--- config.mk ---
export PLATFORM = sky130hd
export DESIGN_NAME = fifo_ag_param
export DESIGN_NICKNAME = d
export VERILOG_FILES = /design/src/rtl/fifo_ag_param.sv
export SDC_FILE = /design/constraint.sdc
export NUM_CORES = 1
export LEC_CHECK = 0
export ABC_AREA = 1
export CAP_MARGIN = 5
export CELL_PAD_IN_SITES_DETAIL_PLACEMENT = 1
export CELL_PAD_IN_SITES_GLOBAL_PLACEMENT = 2
export CORE_MARGIN = 10
export CORE_UTILIZATION = 43
export DETAILED_ROUTE_END_ITERATION = 6
export PLACE_DENSITY_LB_ADDON = 0.15
export SETUP_SLACK_MARGIN = 0.5
export SYNTH_ARGS = -nofsm -noshare
export SYNTH_HDL_FRONTEND = slang
export SYNTH_SLANG_ARGS = --single-unit
--- constraint.sdc ---
create_clock -name clk -period 10.5 [get_ports clk]
set_input_delay 2.1 -clock clk [delete_from_list [all_inputs] [get_ports clk]]
set_output_delay 2.1 -clock clk [all_outputs]
set_load 0.005 [all_outputs]
--- src/rtl/fifo_ag_param.sv ---
// fifo_ag_param: parametrised first-word-fall-through valid/ready FIFO (any depth >= 2); a pushed word reaches the head one cycle later.
// dataInReady falls at full, during flush and while reset is high; define FIFOAG_HWM_EN to add the highWater occupancy tracker.
module fifo_ag_param #(
    parameter int DATA_WIDTH      = 32,
    parameter int FIFO_DEPTH      = 8,
    parameter int ALMOST_FULL_TH  = 6,
    parameter int ALMOST_EMPTY_TH = 2,
    localparam int CW             = $clog2(FIFO_DEPTH + 1)
) (
    input  logic                  clk,
    input  logic                  reset,
    input  logic                  flush,
    input  logic [DATA_WIDTH-1:0] dataIn,
    input  logic                  dataInValid,
    output logic                  dataInReady,
    output logic [DATA_WIDTH-1:0] dataOut,
    output logic                  dataOutValid,
    input  logic                  dataOutReady,
    output logic [CW-1:0]         fillLevel,
    output logic                  almostFull,
    output logic                  almostEmpty
`ifdef FIFOAG_HWM_EN
    ,
    output logic [CW-1:0]         highWater
`endif
);

    localparam int            PW      = (FIFO_DEPTH > 1) ? $clog2(FIFO_DEPTH) : 1;
    localparam logic [CW-1:0] DEPTH_C = CW'(FIFO_DEPTH);
    localparam logic [CW-1:0] AF_C    = CW'(ALMOST_FULL_TH);
    localparam logic [CW-1:0] AE_C    = CW'(ALMOST_EMPTY_TH);
    localparam logic [PW-1:0] LAST_C  = PW'(FIFO_DEPTH - 1);

    logic [DATA_WIDTH-1:0] mem_q [FIFO_DEPTH];
    logic [PW-1:0]         wr_ptr_q, wr_ptr_d;
    logic [PW-1:0]         rd_ptr_q, rd_ptr_d;
    logic [CW-1:0]         fill_q, fill_d;
    logic                  push;
    logic                  pop;

    // Ready depends on state and control only, so no valid->ready combinational loop.
    assign dataInReady  = !reset && !flush && (fill_q != DEPTH_C);
    assign dataOutValid = (fill_q != '0);
    assign dataOut      = dataOutValid ? mem_q[rd_ptr_q] : '0;
    assign push         = dataInValid && dataInReady;
    assign pop          = dataOutValid && dataOutReady;

    assign fillLevel    = fill_q;
    assign almostFull   = (fill_q >= AF_C);
    assign almostEmpty  = (fill_q <= AE_C);

    // Explicit wrap keeps non-power-of-two depths correct.
    function automatic logic [PW-1:0] ptr_inc(input logic [PW-1:0] p);
        return (p == LAST_C) ? '0 : p + PW'(1);
    endfunction

    always_comb begin
        wr_ptr_d = wr_ptr_q;
        rd_ptr_d = rd_ptr_q;
        fill_d   = fill_q;
        if (flush) begin
            wr_ptr_d = '0;
            rd_ptr_d = '0;
            fill_d   = '0;
        end else begin
            if (push) wr_ptr_d = ptr_inc(wr_ptr_q);
            if (pop)  rd_ptr_d = ptr_inc(rd_ptr_q);
            if (push && !pop)      fill_d = fill_q + CW'(1);
            else if (pop && !push) fill_d = fill_q - CW'(1);
        end
    end

    always_ff @(posedge clk or posedge reset) begin
        if (reset) begin
            wr_ptr_q <= '0;
            rd_ptr_q <= '0;
            fill_q   <= '0;
        end else begin
            wr_ptr_q <= wr_ptr_d;
            rd_ptr_q <= rd_ptr_d;
            fill_q   <= fill_d;
        end
    end

    always_ff @(posedge clk) begin
        if (push) mem_q[wr_ptr_q] <= dataIn;
    end

`ifdef FIFOAG_HWM_EN
    logic [CW-1:0] hwm_q, hwm_d;

    always_comb begin
        hwm_d = hwm_q;
        if (flush)                hwm_d = '0;
        else if (fill_d > hwm_q)  hwm_d = fill_d;
    end

    always_ff @(posedge clk or posedge reset) begin
        if (reset) hwm_q <= '0;
        else       hwm_q <= hwm_d;
    end

    assign highWater = hwm_q;
`else
    // Occupancy history is not kept in this build; fillLevel is the only occupancy output.
`endif

endmodule

# Word level (Yosys, flattened, before mapping)
# Memory sizes are Yosys's and may differ from the RTL's.
# Cells that the tools add are included.
word_totals:
  mem_bits_rw: 256
  out_inout_bits: 40
  inputBits: 37
  regBits: 10
  elab_cells: 39
  memories: 1
memory_table:
  columns: ["memory", "depth", "word_bits", "read_ports", "rd_clocked_by_memory_dff", "write_ports", "line_no", "rtl"]
  rows:
  - ["mem_q", 8, 32, 1, 0, 1, "34", "logic [DATA_WIDTH-1:0] mem_q [FIFO_DEPTH];"]
classes:
  n_mux: 12
  n_reduce_logical: 14
  addsub: 4
  n_lt_le_gt_ge: 2
  n_eq_ne: 3
op_table:
  columns: ["operator", "count"]
  rows:
  - ["$mux W32", 1]
  - ["$mux W3", 6]
  - ["$mux W4", 3]
  - ["$add A3 B1 Y3 const B", 2]
  - ["$eq A3 B3 Y1 const B", 2]
  - ["$logic_and A1 B1 Y1", 6]
  - ["$add A4 B1 Y4 const B", 1]
  - ["$ge A4 B3 Y1 const B", 1]
  - ["$le A4 B2 Y1 const B", 1]
  - ["$logic_not A1 Y1", 4]
  - ["$ne A4 B4 Y1 const B", 1]
  - ["$reduce_bool A2 Y1", 2]
  - ["$reduce_bool A4 Y1", 1]
  - ["$sub A4 B1 Y4 const B", 1]
  - ["$reduce_bool A3 Y1", 1]
  - ["$mux W1", 2]

# Depth between registers and ports, before layout
depth:
  depth_word: 9
  ltp_mapped: 14
  ltp_nobuf: 14

# Least setup slack after synthesis
# Ideal clock, no wire load.
synth_timing:
  kind: "input to register"
  start: "input port flush"
  end: "memory mem_q[6][0], enable pin"
  arrival_ns: 4.801
  stages: 4
  slack_ns: 5.238
  cell_sequence: "nor2_2 nand3_2 buf_2 nor3_1"
synth_via:
  elab_chain_cells: 6
synth_lines:
  columns: ["item", "line_no", "rtl"]
  rows:
  - ["start: declaration", "12", "input logic flush,"]
  - ["$logic_not A1 Y1", "42", "assign dataInReady = !reset && !flush && (fill_q != DEPTH_C);"]
  - ["$logic_and A1 B1 Y1 (2 in series)", "42", null]
  - ["$logic_and A1 B1 Y1", "45", "assign push = dataInValid && dataInReady;"]
  - ["$mux W1", "86", "if (push) mem_q[wr_ptr_q] <= dataIn;"]
  - ["$mux W1 (not written as such)", "86", null]
  - ["end: declaration", "34", null]
# No other way between the ends.

# Worst setup path in the final report
layout_timing:
  start: "register rd_ptr_q[0]"
  end: "output port dataOut[30]"
layout_via:
  elab_chain_cells: 2
layout_lines:
  columns: ["item", "line_no", "rtl"]
  rows:
  - ["start: declaration", "36", "logic [PW-1:0] rd_ptr_q, rd_ptr_d;"]
  - ["start signal: assignment", "80", "rd_ptr_q <= rd_ptr_d;"]
  - ["$mem_v2 Z8 W32", null, null]
  - ["$mux W32", "44", "assign dataOut = dataOutValid ? mem_q[rd_ptr_q] : '0;"]
  - ["end: declaration", "16", "output logic [DATA_WIDTH-1:0] dataOut,"]
# No other way between the ends.

==> reports/qor.yml <==
grt.overflow.total: 0
outcome: "finished clean"
hold_buffers: 0
crit_required_ps: 8400
clk_pin_slew_ps: 60
slew_headroom_pct: 24.8
avgSynthCellArea_sq_um: 12.2
powerDensity_mw_per_mm2: 246
antenna_found_initial: 0
ios: 77
post_drt_wl_per_cell_microns: 21.3
cts_tree: "built"
max_clock_freq_mhz: 168
cts_made_buffers: 28
crit_type: "register to primary output"
crit_chain: "inv_4 -> buf_4 -> o21ai_0 -> o21ai_1 -> o21ai_0 -> nor2_1 -> clkdlybuf4s50_1"
drtPass1Iterations: 4
clock_latency_ps: 530
core_area_sq_mm: 0.0250
port-buffer-count: 76
h-tree-depth: 1
maxCapViolations: 0
synth_cell_types: 28
dp_hpwl_microns: 15300
maxSlewViolCount: 0
synth_fp_nets: 933
post-cts-setup-buffers: 0
grt_max_degree: 107
crit_buf_inv: 3
synth_top_family_by_area: "simple AND/OR/NAND/NOR gates"
drive_gt1_share_pct: 8.58
cp-end-kind: "primary output"
cp_slowest_stage_delay_ps: 870
critPathLaunch: "rd_ptr_q[0]"
clock-root-buffer: "clkbuf_16"
synth_mux_area_share_pct: 0
postCtsResizedCells: 0
start_util_pct: 43.4
drc: 0
fp.dieW_microns: 179
r2r-start: "fillLevel[3]"
ys_ff_latch: 266
cp_max_fo: 106
syn_area_sq_mm: 0.0108
vias: 6984
synth_compound_area_share_pct: 11.1
fin_nets: 1002
skew_ps: 6.40
finalSetupViolCount: 0
seq_area_frac_synth_pct: 73.3
synth_xor_area_share_pct: 0.0808
synth-simple-area-share_pct: 11.5
min-delay-start: "fillLevel[1]"
die_area_sq_mm: 0.0319
grt_pass1_vias: 7801
via_per_inst: 5.34
clockBufferDepth: 3
holdWs_ps: 662
syn_to_final_growth_pct: 18.6
wl_microns: 27800
period_share_pct: 56.6
cts.sinks: 266
p_leak_nw: 4.32
rsz0062_at_grt: "no"
startpoint_type: "register"
synthAdderAreaFrac_pct: 0.878
critical-path-top-delay-family: "buffers and inverters"
tns_ps: 0
drtIter0Drc: 379
finalHoldViolations: 0
path_common_cell: "o21ai_0"
gp_congestion: 0.706
grtUsageTotal_pct: 17.5
worst_pin_slew_ps: 1130
yosysWarnings: 0
ir_drop_mv: 0.204
syn_inst: 889
critical_path.slowest_cell: "buf_4"
rows: 58
die_h_microns: 179
hold_class: "register to register"
worstPathArrival_ps: 3840
ant_nets: 0
period_needed_ps: 5940
antenna_cells: 0
grt_pass1_wl_microns: 43200
## worst min-delay path, stage by stage (launching register included)
cell	delay, ps
dfrtp_1	460
nand3_1	120
nand2_1	50
## cell usage after synthesis
cell	instances	share of area, %
fa_1	1	0.18
buf_2	15	0.69
ha_1	6	0.69
buf_1	1	0.035
nand3_2	2	0.18
o21ai_0	171	7.9
o22ai_1	2	0.12
nor2_4	2	0.21
a21oi_4	2	0.30
nor2_2	4	0.23
clkinv_1	1	0.035
nand2_1	24	0.83
edfxtp_1	256	71
clkbuf_2	4	0.18
o21ai_1	58	2.7
nor3_1	8	0.37
buf_4	6	0.42
xnor2_1	1	0.081
inv_1	11	0.38
a21oi_1	2	0.092
inv_2	5	0.17
nand3_1	10	0.46
nand2_4	3	0.31
clkbuf_1	23	0.80
nor2_1	257	8.9
dfrtp_1	10	2.3
buf_8	2	0.28
buf_6	2	0.21
## area by class of cell
cell class | instances | area (sq um)
fill | 2592 | 12100
sequential | 266 | 7950
multi-input combinational | 553 | 2590
timing repair buffer | 92 | 881
clock buffer | 32 | 737
tap | 330 | 413
clock inverter | 19 | 213
inverter | 17 | 66.3
## power breakdown
part           total [mW]  switching (mW)  internal (mW)
logic               0.910           0.535          0.375
registers            1.25          0.0611           1.19
clock network        1.01           0.388          0.622
## placed cells by master (no fill, tap or decap), types with 7 or more instances in the layout
cell type / count
nor2_1: 257
edfxtp_1: 256
o21ai_0: 171
clkdlybuf4s50_1: 76
o21ai_1: 58
clkbuf_16: 29
nand2_1: 24
buf_4: 16
inv_1: 11
clkinv_1: 10
nand3_1: 10
nor3_2: 8
dfrtp_1: 7
## through the flow
stage / power, mW / area [sq um] / utilization [%] / worst slack (ps) / std cells
after floorplan: 1.78 / 10800 / - / 5240 / 889
after global placement: 2.15 / 11900 / 47.7 / 4860 / 1258
after detailed placement: 2.20 / 11900 / 47.7 / 4820 / 1258
after CTS: 3.21 / 12800 / 51.5 / 4500 / 1309
after global routing: 3.36 / 12800 / 51.5 / 4310 / 1309
final: 3.17 / 12800 / 51.5 / 4560 / 1309
## registers in the layout, indices dropped and copies added, names as in the netlist
signal / cells
fillLevel: 4
rd_ptr_q: 3
mem_q: 256
wr_ptr_q: 3
## kinds of logic after synthesis
group / after synthesis
flops: 266
compound gates: 235
simple gates: 310
buf+inv: 70
xor+xnor: 1
fa+ha+maj: 7
## final timing paths
path | slack (ps) | endpoint | depth (start not counted)
worst min register to register | 660 | fillLevel[1] | 2
min in group asynchronous | 1900 | rd_ptr_q[1] | 2
worst max-delay path | 4560 | dataOut[30] | 7
max in group asynchronous | 8300 | rd_ptr_q[0] | 2
worst max register to register | 7620 | mem_q[2][18] | 6
worst min-delay path | 660 | fillLevel[1] | 2
## layer usage
layer  vias to the layer above  GRT usage, %  share of wire [%]
li1                       3291             -                  -
met1                      3535          21.6                 42
met2                       128          31.5                 52
met3                        30          2.59                4.5
met4                         0          4.51                1.4
met5                         -             0                  0
Note: power is estimated with default switching activity, not from simulation.
